`src/rtl/ucom_timer_pkg.sv`:
```
// Shared definitions for the ucom_timer_array channel bank: write-select codes,
// control-word bit positions and the per-channel mode/run state record.
package ucom_timer_pkg;

  typedef enum logic [1:0] {
    WS_LOAD = 2'd0,
    WS_CTRL = 2'd1,
    WS_CLR  = 2'd2,
    WS_STOP = 2'd3
  } wr_sel_e;

  localparam int CTL_RELOAD = 0;
  localparam int CTL_IEN    = 1;
  localparam int CTL_CASC   = 2;

  // run=0 is IDLE, run=1 is RUN; the other fields are the channel's mode bits.
  typedef struct packed {
    logic run;
    logic reload;
    logic irq_en;
    logic casc;
  } chan_state_t;

endpackage

```
`src/rtl/ucom_timer_chan.sv`:
```
// One timer channel: prescaler, down counter, one-shot/auto-reload mode, sticky
// TM flag. Emits a single-cycle underflow pulse used to cascade the next channel.
module ucom_timer_chan
  import ucom_timer_pkg::*;
#(
  parameter int CNT_W   = 6,
  parameter int PRE_DIV = 64,
  parameter bit CASC_OK = 1'b0
) (
  input  logic             clk,
  input  logic             reset,
  input  logic             tick_en,
  input  logic             ld_i,
  input  logic             ctl_i,
  input  logic             clr_i,
  input  logic             stop_i,
  input  logic [CNT_W-1:0] data_i,
  input  logic             casc_i,
  output logic [CNT_W-1:0] count_o,
  output logic             tm_o,
  output logic             irq_en_o,
  output logic             uflow_o,
  output chan_state_t      state_o
);

  localparam int PRE_W = (PRE_DIV > 2) ? $clog2(PRE_DIV) : 1;
  localparam logic [PRE_W-1:0] PRE_LAST = PRE_W'(PRE_DIV - 1);

  chan_state_t      state_q, state_d;
  logic [CNT_W-1:0] count_q, count_d;
  logic [CNT_W-1:0] reload_q, reload_d;
  logic [PRE_W-1:0] pre_q, pre_d;
  logic             tm_q, tm_d;
  logic             step, uflow;

  always_ff @(posedge clk or negedge reset) begin
    if (!reset) begin
      state_q  <= '0;
      count_q  <= '0;
      reload_q <= '0;
      pre_q    <= '0;
      tm_q     <= 1'b0;
    end else begin
      state_q  <= state_d;
      count_q  <= count_d;
      reload_q <= reload_d;
      pre_q    <= pre_d;
      tm_q     <= tm_d;
    end
  end

  always_comb begin
    state_d  = state_q;
    count_d  = count_q;
    reload_d = reload_q;
    pre_d    = pre_q;
    tm_d     = tm_q;
    step     = 1'b0;
    uflow    = 1'b0;

    if (tick_en && state_q.run) begin
      if (state_q.casc) begin
        step = casc_i;
      end else if (pre_q == PRE_LAST) begin
        pre_d = '0;
        step  = 1'b1;
      end else begin
        pre_d = pre_q + 1'b1;
      end
      if (step) begin
        if (count_q == '0) begin
          uflow = 1'b1;
          tm_d  = 1'b1;
          if (state_q.reload) begin
            count_d = reload_q;
          end else begin
            count_d       = '1;
            state_d.run   = 1'b0;
          end
        end else begin
          count_d = count_q - 1'b1;
        end
      end
    end

    // A flag set by this cycle's underflow beats a coincident clear.
    if (clr_i && !uflow) tm_d = 1'b0;
    if (ctl_i) begin
      state_d.reload = data_i[CTL_RELOAD];
      state_d.irq_en = data_i[CTL_IEN];
      state_d.casc   = CASC_OK & data_i[CTL_CASC];
    end
    if (stop_i) state_d.run = 1'b0;
    if (ld_i) begin
      reload_d    = data_i;
      count_d     = data_i;
      pre_d       = '0;
      tm_d        = 1'b0;
      state_d.run = 1'b1;
    end
  end

  assign count_o  = count_q;
  assign tm_o     = tm_q;
  assign irq_en_o = state_q.irq_en;
  assign uflow_o  = uflow & ~ld_i;
  assign state_o  = state_q;

endmodule

```
`src/rtl/ucom_timer_array.sv`:
```
// NCH-channel timer bank: write decode, channel instances, read mux, registered irq.
// Define UCOM_TIMER_CASCADE_EN to let channels 1..NCH-1 count underflows of the channel below.
module ucom_timer_array
  import ucom_timer_pkg::*;
#(
  parameter int NCH     = 4,
  parameter int CNT_W   = 6,
  parameter int PRE_DIV = 64,
  parameter int CH_W    = 2
) (
  input  logic                    clk,
  input  logic                    reset,
  input  logic                    tick_en,
  input  logic                    wr_en,
  input  logic [1:0]              wr_sel,
  input  logic [CH_W-1:0]         wr_chan,
  input  logic [CNT_W-1:0]        wr_data,
  input  logic [CH_W-1:0]         rd_chan,
  output logic [CNT_W-1:0]        rd_count,
  output logic [NCH-1:0]          tm,
  output logic                    irq,
  output chan_state_t [NCH-1:0]   dbg_state
);

`ifdef UCOM_TIMER_CASCADE_EN
  localparam bit CASC_BUILD = 1'b1;
`else
  localparam bit CASC_BUILD = 1'b0;
`endif

  logic             wr_ok;
  logic [CNT_W-1:0] cnt     [NCH];
  logic             uflow   [NCH];
  logic             casc_in [NCH];
  logic [NCH-1:0]   ien;
  logic             irq_q;

  // Writes only land on a tick_en cycle and only for an existing channel.
  assign wr_ok = wr_en & tick_en & (int'(wr_chan) < NCH);

  for (genvar i = 0; i < NCH; i++) begin : g_ch
    logic sel;
    assign sel = wr_ok && (int'(wr_chan) == i);

    if (i == 0) begin : g_head
      assign casc_in[i] = 1'b0;
    end else begin : g_link
      assign casc_in[i] = uflow[i-1];
    end

    ucom_timer_chan #(
      .CNT_W   (CNT_W),
      .PRE_DIV (PRE_DIV),
      .CASC_OK (CASC_BUILD && (i > 0))
    ) u_chan (
      .clk      (clk),
      .reset    (reset),
      .tick_en  (tick_en),
      .ld_i     (sel && (wr_sel == WS_LOAD)),
      .ctl_i    (sel && (wr_sel == WS_CTRL)),
      .clr_i    (sel && (wr_sel == WS_CLR)),
      .stop_i   (sel && (wr_sel == WS_STOP)),
      .data_i   (wr_data),
      .casc_i   (casc_in[i]),
      .count_o  (cnt[i]),
      .tm_o     (tm[i]),
      .irq_en_o (ien[i]),
      .uflow_o  (uflow[i]),
      .state_o  (dbg_state[i])
    );
  end

  always_comb begin
    rd_count = '0;
    for (int i = 0; i < NCH; i++) begin
      if (int'(rd_chan) == i) rd_count = cnt[i];
    end
  end

  // irq follows tm/irq_en every clk, independent of tick_en.
  always_ff @(posedge clk or negedge reset) begin
    if (!reset) irq_q <= 1'b0;
    else        irq_q <= |(tm & ien);
  end

  assign irq = irq_q;

endmodule

```
`config.mk`:
```
export PLATFORM = sky130hd
export DESIGN_NAME = ucom_timer_array
export DESIGN_NICKNAME = d
export VERILOG_FILES = /design/src/rtl/ucom_timer_pkg.sv /design/src/rtl/ucom_timer_chan.sv /design/src/rtl/ucom_timer_array.sv
export SDC_FILE = /design/constraint.sdc
export NUM_CORES = 1
export LEC_CHECK = 0
export CAP_MARGIN = 10
export CELL_PAD_IN_SITES_DETAIL_PLACEMENT = 0
export CELL_PAD_IN_SITES_GLOBAL_PLACEMENT = 2
export CORE_ASPECT_RATIO = 2
export CORE_MARGIN = 2
export CORE_UTILIZATION = 38
export CTS_CLUSTER_DIAMETER = 30
export DETAILED_ROUTE_END_ITERATION = 8
export GPL_TIMING_DRIVEN = 0
export PLACE_DENSITY_LB_ADDON = 0.1
export SLEW_MARGIN = 20
export SYNTH_ARGS = -nofsm -noshare
export SYNTH_HDL_FRONTEND = slang
export SYNTH_HIERARCHICAL = 1
export SYNTH_SLANG_ARGS = --single-unit
```
`constraint.sdc`:
```
create_clock -name clk -period 2 [get_ports clk]
set_input_delay 0.4 -clock clk [delete_from_list [all_inputs] [get_ports clk]]
set_output_delay 0.4 -clock clk [all_outputs]
set_load 0.01 [all_outputs]
```
==> flow_summary_export.csv <==
group,metric,value,unit
placement,place_hpwl,10800,µm
global_routing,antenna_found_initial,0,
clock_network,clk_pin_slew,0.07,ns
route,dr.pass1.iters,5,
route,wl_per_cell,19.6,µm
placement,gp_congestion,0.841,
route,ant_nets,0,
clock_network,cts_buffer_depth,2,
setup_path,path_max_fanout,4,
power_and_ir_drop,irDropWorstVdd,0.000478,V
clock_network,cts-htree-levels,3,
placement,io_buffer_count,37,
die,start_util,0.391,
power_and_ir_drop,leakagePower,0.00266,µW
synthesis,avgSynthCellArea,9.75,µm²
setup_path,crit_path_start,"g_ch[1].u_chan/count_o[3]$_DFFE_PN0P_",
synthesis,syn_area,5250,µm²
power_and_ir_drop,internal-power,4450,µW
cells_and_area,final_util,0.478,
timing,tightest_slew,0.673,ns
timing,slew_viol_final,0,
placement,pre_cts_ws,-1.19,ns
timing,max_freq,515,MHz
route,vias,4350,
power_and_ir_drop,combPwrFrac,0.281,
setup_path,end_kind,"output port",
route,drt-vias-per-instance,5.66,
setup_path,crit_chain,"mux4_2 -> dlygate4sd2_1",
placement,place_area,5840,µm²
timing,finalHoldViolations,0,
die,die_area,14800,µm²
cells_and_area,drive_above_1_share,0.245,
cells_and_area,stdcell_area,6420,µm²
power_and_ir_drop,power_frac_seq,0.411,
route,drt_wl_total,15100,µm
global_routing,overflow,0,
route,first_iter_violations,215,
clock_network,cts_buffers,9,
cells_and_area,fill_cells,1297,
global_routing,grt_pass1_wl,24000,µm
clock_network,cts_tree,"done",
setup_path,rrSetupSlack,0.09,ns
synthesis,syn_nets,566,
die,fp.coreArea,13400,µm²
global_routing,grt_pass1_vias,4546,
run_status,outcome,"complete, no violations",
route,post-route-drc-count,0,
synthesis,yosys_warnings,6,
power_and_ir_drop,p_clk_frac,0.308,
timing,fin_crit,1.94,ns
global_routing,grt_max_degree,61,
setup_path,crit_arrival,1.54,ns
cells_and_area,fin_cells,768,
global_routing,track_usage,0.213,
setup_path,r2r-start,"g_ch[0].u_chan/count_o[1]$_DFFE_PN0P_",
setup_path,r2r_cells,7,
cells_and_area,finalNetCount,636,
die,die_width,87.1,µm
die,rows,60,
power_and_ir_drop,swShare,0.326,
cells_and_area,syn_to_final_growth,22.4,%
timing,post-route-period-util,0.971,
synthesis,netlist_instances,538,
timing,slew-limit-headroom,0.550,
timing,finalClockSkew,0.00831,ns
clock_network,cts.sinks,89,
power_and_ir_drop,power,6600,µW
die,num_io_pins,43,
power_and_ir_drop,p_switching,2150,µW
setup_path,r2r_end,"g_ch[0].u_chan/count_o[1]$_DFFE_PN0P_",
setup_path,start_kind,"flop",
placement,dp.cells,731,
timing,setup_viol,0,
power_and_ir_drop,p_per_area,1030,nW/µm²
setup_path,slowest_stage,"mux4_2",
setup_path,setup.worst_path.end,"rd_count[3]",
clock_network,cts-root-buf,"clkbuf_16",
clock_network,clock_latency,0.35,ns
die,die_h,170,µm
setup_path,critical-path-max-stage-delay,0.47,ns
min_path,hold_path_class,"in2async",
setup_path,cp.required,1.60,ns
timing,worst_slack,0.0584,ns
cells_and_area,diodes,0,
setup_path,critical_path_class,"reg2out",
job,drv_cap,0,
[power groups by stage]
stage | Combinational, µW | Clock, µW | Sequential [µW]
2_1_floorplan | 1100 | 0 | 2630
3_3_place_gp | 1580 | 0 | 2810
3_5_place_dp | 1610 | 0 | 2810
4_1_cts | 1800 | 2090 | 2720
5_1_grt | 2080 | 2150 | 2770
6_report | 1860 | 2030 | 2720
[repair_timing]
item | CTS | global route
setup endpoints to repair | 93 | 31
endpoints found under the hold margin | 29 | 0
buffers inserted | 16 | 7
pin swaps | 0 | 1
resized for setup | 34 | 15
hold buffers | 1 | 0
[worst min-delay path by stage]
stage,startpoint,end,slack [ns],depth (start not counted)
after global routing,reset,g_ch[0].u_chan/pre_q[5]$_DFFE_PN0P_,0.52,2
after CTS,reset,g_ch[0].u_chan/pre_q[5]$_DFFE_PN0P_,0.50,2
final,reset,g_ch[0].u_chan/pre_q[5]$_DFFE_PN0P_,0.50,2
after global placement,g_ch[2].u_chan/reload_q[0]$_DFFE_PN0P_,g_ch[2].u_chan/reload_q[0]$_DFFE_PN0P_,0.49,1
after detailed placement,reset,g_ch[0].u_chan/pre_q[5]$_DFFE_PN0P_,0.31,1
after floorplan,reset,g_ch[0].u_chan/count_o[0]$_DFFE_PN0P_,0.10,0
[flip-flops by register name, summed over array words and instances (netlist names)]
| signal | count |
|---|---|
| g_ch.u_chan/count_o | 24 |
| g_ch.u_chan/irq_en_o | 4 |
| g_ch.u_chan/pre_q | 24 |
| g_ch.u_chan/reload_q | 24 |
| g_ch.u_chan/state_o | 8 |
| g_ch.u_chan/tm_o | 4 |
| irq | 1 |
[layer usage]
layer,GRT usage,part of all wire,vias to the layer above
met5,0,0,-
met4,0.0983,0.045,0
met3,0.0262,0.033,33
met2,0.387,0.53,112
met1,0.241,0.39,2142
li1,-,-,2063
[metrics by stage]
| step | hold slack (ns) | TNS (ns) |
|---|---|---|
| floorplan | 0.104 | 0 |
| global placement | 0.492 | -349.58 |
| detailed placement | 0.308 | -82.35 |
| CTS | 0.500 | 0 |
| global route | 0.519 | -0.0146 |
| finish | 0.502 | 0 |
[area by class of cell]
cell class / instances / area [µm²] / area share
Buffer: 22 / 193 / 0.0300
Clock buffer: 12 / 256 / 0.0399
Clock inverter: 4 / 98.8 / 0.0154
Inverter: 33 / 124 / 0.0193
Multi-Input combinational cell: 391 / 2730 / 0.425
Sequential cell: 89 / 2250 / 0.351
Tap cell: 155 / 194 / 0.0302
Timing Repair Buffer: 62 / 574 / 0.0894
[critical path: cells and delay by family (launching register included)]
| family | cells | cell delay (ns) |
|---|---|---|
| multiplexers | 1 | 0.47 |
| flip-flops | 1 | 0.42 |
| buffers and inverters | 1 | 0.30 |
[cell usage in the layout (no fill, tap or decap), types with 5 or more instances in the layout]
cell / n
clkdlybuf4s15_1: 5
o311ai_0: 5
nor3_2: 5
buf_6: 11
dfrtp_1: 69
mux4_2: 6
nor3_1: 12
xnor2_1: 8
mux2_2: 21
a21oi_1: 57
buf_4: 31
nor2_1: 46
nand3_1: 5
nand4_1: 8
nor4_1: 5
inv_1: 33
o21ai_0: 24
clkdlybuf4s50_1: 28
clkbuf_16: 9
xor2_1: 7
or3_1: 10
nor2b_1: 16
ha_1: 12
nand2_1: 38
dfrtp_2: 20
nand2b_1: 9
and2_1: 6
(Power assumes the default switching activity.)
